$ cat config.mk
export PLATFORM = sky130hd
export DESIGN_NAME = l1_bus_ctrl
export DESIGN_NICKNAME = d
export VERILOG_FILES = /design/src/rtl/l1_ctrl_pkg.sv /design/src/rtl/l1_rr_arb.sv /design/src/rtl/l1_bus_ctrl.sv
export SDC_FILE = /design/constraint.sdc
export NUM_CORES = 1
export LEC_CHECK = 0
export BUFFER_PORTS_ARGS = -buffer_cell sky130_fd_sc_hd__buf_2
export CORE_AREA = 2 2 217 219
export CTS_CLUSTER_SIZE = 12
export DETAILED_ROUTE_END_ITERATION = 16
export DIE_AREA = 0 0 219 221
export PLACE_DENSITY = 0.55
export SYNTH_ARGS = -nofsm -noshare
export SYNTH_HDL_FRONTEND = slang
export SYNTH_HIERARCHICAL = 1
export SYNTH_SLANG_ARGS = --single-unit
$ cat constraint.sdc
create_clock -name clk -period 4.8 [get_ports clk]
set_clock_uncertainty 0.15 [all_clocks]
set_input_delay 0.96 -clock clk [delete_from_list [all_inputs] [get_ports clk]]
set_output_delay 0.96 -clock clk [all_outputs]
set_load 0.02 [all_outputs]
$ cat src/rtl/l1_ctrl_pkg.sv
// Shared types and constants for the L1 bus sequencing controller.
//   state_e : controller FSM states
//   kind_e  : latched request kind (line fill, single read, write-through)
package l1_ctrl_pkg;
  typedef enum logic [2:0] {IDLE, LINE, SINGLE, DONE, ERR} state_e;
  typedef enum logic [1:0] {LINE_K, RD_K, WT_K} kind_e;

  localparam int         LINE_BEATS = 256;
  localparam logic [3:0] SIZE_DW    = 4'b1000;
endpackage

$ cat src/rtl/l1_rr_arb.sv
// 2-way round-robin arbiter.
//   clk, rst : clock, async active-low reset
//   req      : per-port request levels
//   advance  : one-cycle pulse when the current grant completes; flips priority
//   gnt      : one-hot grant (combinational from req and the pointer)
module l1_rr_arb (
  input  logic       clk,
  input  logic       rst,
  input  logic [1:0] req,
  input  logic       advance,
  output logic [1:0] gnt
);
  logic ptr_q;

  always_ff @(posedge clk or negedge rst) begin
    if (!rst)         ptr_q <= 1'b0;
    else if (advance) ptr_q <= ~ptr_q;
  end

  always_comb begin
    gnt = 2'b00;
    if (!ptr_q) begin
      if (req[0])      gnt = 2'b01;
      else if (req[1]) gnt = 2'b10;
    end else begin
      if (req[1])      gnt = 2'b10;
      else if (req[0]) gnt = 2'b01;
    end
  end
endmodule

$ cat src/rtl/l1_bus_ctrl.sv
// Sequencing controller behind the I/D L1 caches. Arbitrates two L1 ports
// onto a single-beat bus master and runs line fills, single reads and
// write-throughs.
//   req_line/req_rd/req_wt : per-port request levels (port0 = I, port1 = D)
//   req_size/req_pa/req_wdata : {p1,p0} packed request attributes
//   line_data, addr_count, line_write : fill data path into the L1 arrays
//   entry_write, trans_rdy, bus_error : per-port completion pulses
//   bus_* : single-beat bus master
module l1_bus_ctrl
  import l1_ctrl_pkg::*;
#(
  parameter int LINE_BYTES = 2048
) (
  input  logic                          clk,
  input  logic                          rst,
  input  logic [1:0]                    req_line,
  input  logic [1:0]                    req_rd,
  input  logic [1:0]                    req_wt,
  input  logic [7:0]                    req_size,
  input  logic [127:0]                  req_pa,
  input  logic [127:0]                  req_wdata,
  output logic [63:0]                   line_data,
  output logic [$clog2(LINE_BYTES)-1:0] addr_count,
  output logic [1:0]                    line_write,
  output logic [1:0]                    entry_write,
  output logic [1:0]                    trans_rdy,
  output logic [1:0]                    bus_error,
  output logic                          bus_req,
  output logic                          bus_we,
  output logic [63:0]                   bus_addr,
  output logic [63:0]                   bus_wdata,
  output logic [3:0]                    bus_size,
  input  logic [63:0]                   bus_rdata,
  input  logic                          bus_ack,
  input  logic                          bus_err
);
  localparam int OFF_W = $clog2(LINE_BYTES);
  localparam int CNT_W = OFF_W - 3;  // 8-byte beats
  localparam logic [CNT_W-1:0] LAST_BEAT = CNT_W'(LINE_BEATS - 1);

  state_e           state_q;
  kind_e            kind_q;
  logic             port_q;
  logic [CNT_W-1:0] cnt_q;
  logic [63:0]      pa_q, wdata_q, hold_q;
  logic [3:0]       size_q;

  logic [1:0]  act, gnt, port_oh;
  logic        advance, sp;
  kind_e       sel_kind;
  logic [63:0] sel_pa, sel_wdata;
  logic [3:0]  sel_size;

  assign act     = req_line | req_rd | req_wt;
  assign advance = (state_q == DONE) || (state_q == ERR);

  l1_rr_arb u_arb (
    .clk     (clk),
    .rst     (rst),
    .req     (act),
    .advance (advance),
    .gnt     (gnt)
  );

  // Attributes of the port the arbiter is offering this cycle.
  always_comb begin
    sp        = gnt[1];
    sel_pa    = sp ? req_pa[127:64]    : req_pa[63:0];
    sel_wdata = sp ? req_wdata[127:64] : req_wdata[63:0];
    sel_size  = sp ? req_size[7:4]     : req_size[3:0];
    if (req_line[sp])    sel_kind = LINE_K;
    else if (req_rd[sp]) sel_kind = RD_K;
    else                 sel_kind = WT_K;
  end

  always_ff @(posedge clk or negedge rst) begin
    if (!rst) begin
      state_q <= IDLE;
      kind_q  <= LINE_K;
      port_q  <= 1'b0;
      cnt_q   <= '0;
      pa_q    <= '0;
      wdata_q <= '0;
      size_q  <= '0;
      hold_q  <= '0;
    end else begin
      case (state_q)
        IDLE: if (|gnt) begin
          port_q  <= sp;
          kind_q  <= sel_kind;
          pa_q    <= sel_pa;
          wdata_q <= sel_wdata;
          size_q  <= sel_size;
          cnt_q   <= '0;
          state_q <= (sel_kind == LINE_K) ? LINE : SINGLE;
        end
        LINE: begin
          if (bus_err) state_q <= ERR;
          else if (bus_ack) begin
            // Counter parks on the last beat rather than wrapping.
            if (cnt_q == LAST_BEAT) state_q <= DONE;
            else                    cnt_q   <= cnt_q + CNT_W'(1);
          end
        end
        SINGLE: begin
          if (bus_err) state_q <= ERR;
          else if (bus_ack) begin
            hold_q  <= bus_rdata;
            state_q <= DONE;
          end
        end
        DONE, ERR: state_q <= IDLE;
        default:   state_q <= IDLE;
      endcase
    end
  end

  assign port_oh = port_q ? 2'b10 : 2'b01;

  always_comb begin
    bus_req     = 1'b0;
    bus_we      = 1'b0;
    bus_addr    = '0;
    bus_wdata   = '0;
    bus_size    = '0;
    line_write  = '0;
    addr_count  = '0;
    line_data   = hold_q;
    trans_rdy   = '0;
    entry_write = '0;
    bus_error   = '0;
    case (state_q)
      LINE: begin
        bus_req    = 1'b1;
        bus_addr   = {pa_q[63:OFF_W], cnt_q, 3'b000};
        bus_size   = SIZE_DW;
        line_data  = bus_rdata;
        addr_count = {cnt_q, 3'b000};
        // err wins over ack: a failed beat must not be written into the array
        if (bus_ack && !bus_err) line_write = port_oh;
      end
      SINGLE: begin
        bus_req   = 1'b1;
        bus_we    = (kind_q == WT_K);
        bus_addr  = pa_q;
        bus_size  = size_q;
        bus_wdata = wdata_q;
      end
      DONE: begin
        trans_rdy = port_oh;
        if (kind_q == LINE_K) entry_write = port_oh;
      end
      ERR:     bus_error = port_oh;
      default: ;
    endcase
  end
endmodule

Word level (Yosys, flattened, before mapping)
Cells that the tools add are included.
{"block": "classes", "n_reduce_logical": 13, "order_cmp": 1, "n_div": 0, "n_mul": 0, "bitwise": 4, "n_mux": 41, "add_sub_neg": 1, "n_eq_ne": 13, "n_shift": 0}
{"operator": "64-bit 2-to-1 mux", "n": 4}
{"operator": "64-bit one-hot mux with 2 select lines", "n": 1}
{"operator": "8-bit 2-to-1 mux", "n": 4}
{"operator": "2-bit 2-to-1 mux", "n": 14}
{"operator": "3-bit 2-to-1 mux", "n": 6}
{"operator": "8-bit one-hot mux with 2 select lines", "n": 1}
{"operator": "11-bit 2-to-1 mux", "n": 1}
{"operator": "3-bit != test (second input constant)", "n": 3}
{"operator": "3-bit one-hot mux with 3 select lines", "n": 1}
{"operator": "8-bit by 1-bit adder with 8-bit output (second input constant)", "n": 1}
{"operator": "8-bit == test (second input constant)", "n": 1}
{"operator": "2-bit != test (second input constant)", "n": 4}
{"operator": "4-bit one-hot mux with 2 select lines", "n": 1}
{"operator": "1-bit 2-to-1 mux", "n": 7}
{"operator": "3-bit by 2-bit == test with 1-bit output (second input constant)", "n": 2}
{"operator": "5-bit AND reduction", "n": 1}
{"operator": "2-bit zero test", "n": 2}
{"operator": "4-bit 2-to-1 mux", "n": 1}
{"operator": "2-bit OR", "n": 2}
{"operator": "4-bit AND reduction", "n": 1}
{"operator": "2-bit OR reduction", "n": 2}
{"operator": "3-bit by 1-bit == test with 1-bit output (second input constant)", "n": 1}
{"operator": "3-bit == test (second input constant)", "n": 1}
{"operator": "3-bit zero test", "n": 1}
{"operator": "other kinds (9)", "n": 10}
{"block": "totals", "inputBits": 338, "latch_bits": 0, "memories": 0, "register_bits": 211, "out_inout_bits": 217, "rom_bits": 0, "ramBits": 0}

Logic depth before layout (Yosys ltp)
{"block": "depth", "depth_word": 13, "ltp_mapped": 9}

By module
Netlist, hierarchy kept.
{"mod": "l1_bus_ctrl", "instances": 1, "cells_each": 1195, "area_each_um2": 11360.9, "seq_area_each_um2": 5255.0}
{"mod": "l1_rr_arb", "instances": 1, "cells_each": 5, "area_each_um2": 52.6, "seq_area_each_um2": 25.0}

Worst setup path before layout
Ideal clock, no wire load.
{"block": "synth_timing", "kind": "flip-flop to output port", "start": "register state_q[2]", "end": "output line_write[0]", "slack_ns": 2.020, "arrival_ns": 1.670, "required_time_ns": 3.690, "path_stages_with_launch": 6, "n_path_buf": 3, "path_cell_list": "dfrtp_1 buf_4 or3b_1 buf_2 buf_6 nor3_1"}
{"block": "synth_via", "elab_chain_len": 2}
{"item": "start, declared", "line": "l1_bus_ctrl.sv:41", "source": "state_e state_q;"}
{"item": "start signal, assigned", "line": "l1_bus_ctrl.sv:95", "source": "state_q <= (sel_kind == LINE_K) ? LINE : SINGLE;"}
{"item": "3-bit by 1-bit == test with 1-bit output", "line": "l1_bus_ctrl.sv:132", "source": "case (state_q)"}
{"item": "2-bit 2-to-1 mux", "line": "l1_bus_ctrl.sv:132"}
{"item": "end, declared", "line": "l1_bus_ctrl.sv:24", "source": "output logic [1:0] line_write,"}
Every way passes these cells.

Final worst setup path
{"block": "layout_timing", "start": "register state_q[2]", "end": "output bus_addr[7]"}
{"block": "layout_via", "elab_chain_len": 2, "word_cells_on_any_way": 3, "classes_between": "eq/ne: 2; mux: 1"}
{"item": "3-bit by 2-bit == test with 1-bit output / 3-bit by 1-bit == test with 1-bit output (equally long branches)", "line": "l1_bus_ctrl.sv:132"}
{"item": "64-bit one-hot mux with 2 select lines *", "line": "l1_bus_ctrl.sv:132"}
{"item": "end, declared", "line": "l1_bus_ctrl.sv:30", "source": "output logic [63:0] bus_addr,"}
Mark *: on every way between the ends. The rest lies on a longest branch, timed or not.

==> flow_summary.yaml <==
timing:
  fmaxAchievable_mhz: 264
  maxSlewViolCount: 0
  rsz0062_at_grt: "false"
  finalCriticalPeriod_ns: 3.79
  tightest_slew_ns: 1.03
  postLayoutSetupSlackWorst_ns: 1.01
  min_period_over_period: 0.790
  finalSetupViolCount: 0
  hold_violations: 0
  fin_setup_tns_ns: 0
  max_slew_margin: 0.315
routing:
  drt_iter0_drc: 475
  drc_errors: 0
  vias: 10136
  viasPerCell: 4.35
  wl_per_cell_microns: 16.4
  routed_wl_microns: 38200
  drtAntennaViolNets: 0
  dr.pass1.iters: 4
floorplan:
  pin_count: 555
  die_height_microns: 221
  die_x_microns: 219
  start_util: 0.248
  coreArea_sq_um: 46100
  num_rows: 79
  die_area_sq_um: 48400
place:
  place_ws_ns: 1.46
  post-dp-hpwl_microns: 28000
  placedCellCount: 2282
  portBuffers: 551
  post_dp_cell_area_sq_um: 14700
  routabilityCongestion: 0.788
worst_setup_path:
  critical_path_class: "reg2out"
  cp.required_ns: 3.69
  critPathTopFamily: "simple AND/OR/NAND/NOR gates"
  r2r_end: "hold_q[53]"
  crit_buf_inv: 2
  r2r_setup_slack_ns: 1.69
  cp.arrival_ns: 2.68
  worst-path-max-fanout: 19
  worstSetupStartpointType: "register"
  slowest_stage: "nor3b_4"
  endpoint_kind: "output port"
  max_stage_delay_ns: 0.77
  worstReg2RegStart: "state_q[2]"
  crit_chain: "nor3b_4 -> buf_4 -> and2_1 -> a21o_1 -> buf_2"
  r2r_cells: 5
clocking:
  cts_hold_buf: 0
  clock_latency_ns: 0.55
  cts_buffers: 27
  cts.sinks: 211
  cts_resized: 0
  htreeDepth: 1
  cts.path.max_buffers: 3
  cts_root_buf: "clkbuf_16"
  cts_tree: "built"
  cts_setup_buffers: 0
  clk_pin_slew_worst_paths_ns: 0.05
cells_and_area:
  final_cell_mix: "buf_2 (550), nand2_1 (341), dfrtp_1 (210)"
  utilization: 0.337
  syn_to_final_growth_pct: 36.1
  layout_commonest_cell: "buf_2"
  layout.cells.non_filler: 2330
  layout-drive-gt1-share: 0.395
  fin_nets: 2043
  stdcell_area_sq_um: 15500
global_routing:
  grt_first_pass_wirelength_microns: 58900
  grt_max_degree: 124
  grt_pass1_vias: 10261
  overflow: 0
  antenna_found_initial: 2
  grtUsageTotal: 0.153
yosys:
  yosysUniqueCellTypes: 50
  synth_seq_area_share: 0.463
  syn_avg_cell_area_sq_um: 9.51
  yosys_warnings: 6
  synth_area_sq_um: 11400
  netlist_instances: 1200
  ys_ff_latch: 211
status:
  status: "completed"
min_path:
  worstHoldStart: "pa_q[53]"
  holdPathEnd: "pa_q[53]"
  whs_path_depth: 2
  hp-class: "reg2reg"
power_and_ir_drop:
  leakage_nw: 8.67
  ir_worst_vdd_uv: 440
  powerDensity_nw_per_um2: 679
run:
  drv_cap: 0
flip-flops by register name, summed over array words and instances, names as in the netlist:
name / count
cnt_q: 8
u_arb/ptr_q: 1
kind_q: 2
state_q: 3
pa_q: 64
size_q: 4
wdata_q: 64
hold_q: 64
port_q: 1
layout make-up:
class / instances / area (sq um)
Inverter: 4 / 15.0
Tap cell: 607 / 759
Multi-Input combinational cell: 891 / 5640
Sequential cell: 211 / 5280
Timing Repair Buffer: 569 / 2980
Fill cell: 4835 / 30500
Antenna cell: 1 / 2.50
Clock buffer: 45 / 813
Clock inverter: 2 / 38.8
cell usage after synthesis (all sizes together):
cell type | instances | area, sq um
a21boi | 2 | 15.0
a21o | 8 | 60.1
a21oi | 6 | 33.8
a22o | 1 | 8.76
a22oi | 1 | 7.51
a31o | 1 | 8.76
a31oi | 3 | 18.8
a41oi | 1 | 8.76
and2 | 62 | 388
and3 | 71 | 444
and3b | 1 | 8.76
buf | 59 | 377
clkbuf | 37 | 139
conb | 1 | 3.75
dfrtp | 211 | 5280
ha | 1 | 12.5
inv | 4 | 15.0
mux2 | 64 | 946
mux2i | 133 | 1330
nand2 | 341 | 1280
nand2b | 2 | 12.5
nand3 | 10 | 50.1
nand3b | 1 | 7.51
nand4 | 1 | 6.26
nor2 | 13 | 58.8
nor2b | 5 | 31.3
nor3 | 4 | 25.0
nor3b | 1 | 18.8
nor4 | 2 | 12.5
o211a | 1 | 10.0
o211ai | 2 | 20.0
o21a | 1 | 7.51
o21ai | 140 | 701
o31ai | 2 | 15.0
o41ai | 1 | 8.76
or3 | 4 | 25.0
or3b | 1 | 8.76
xor2 | 1 | 8.76
power breakdown:
group / switching (mW) / internal, mW / leakage [nW]
logic: 3.38 / 2.08 / 5.66
registers: 0.468 / 2.66 / 2.60
clock network: 0.773 / 1.19 / 0.415
total: 4.62 / 5.93 / 8.67
layer usage:
layer	part of all wire	vias up	global-route usage
li1	-	5041	-
met5	0.00042	-	0
met2	0.47	372	0.257
met3	0.069	47	0.0313
met1	0.44	4674	0.201
met4	0.022	2	0.0395
per-stage QoR:
step	power, mW	hold WS (ns)
floorplan	6.93	0.292
global placement	8.63	0.303
detailed placement	8.70	0.312
CTS	10.8	0.325
global route	11.4	0.343
finish	10.6	0.320
how the worst max path moves through the flow:
stage | startpoint | end | slack, ns | depth (start not counted)
after global placement | req_line[0] | kind_q[1] | 1.42 | 8
after detailed placement | req_line[0] | kind_q[1] | 1.46 | 8
after floorplan | state_q[2] | line_write[0] | 2.02 | 5
after CTS | state_q[2] | bus_addr[7] | 0.93 | 5
after global routing | state_q[2] | bus_addr[7] | 0.76 | 5
final | state_q[2] | bus_addr[7] | 1.01 | 5
cell families (layout without fill, tap and decap cells):
group / Yosys count / after routing / share of synthesized area
compound gates: 170 / 170 / 0.0809
xor+xnor: 1 / 1 / 0.000768
fa+ha+maj: 1 / 1 / 0.00110
buf+inv: 100 / 620 / 0.0465
flops: 211 / 211 / 0.463
mux: 197 / 197 / 0.200
other cells: 1 / 4 / 0.000329
simple gates: 519 / 519 / 0.208
worst reg2reg max path: stages, from the launching register on:
cell and delay (ns):
dfrtp_1 0.55, nor2_4 0.18, buf_4 0.53, and3_4 0.77, buf_4 0.46, mux2_4 0.35
Note: power is estimated with default switching activity, not from simulation.
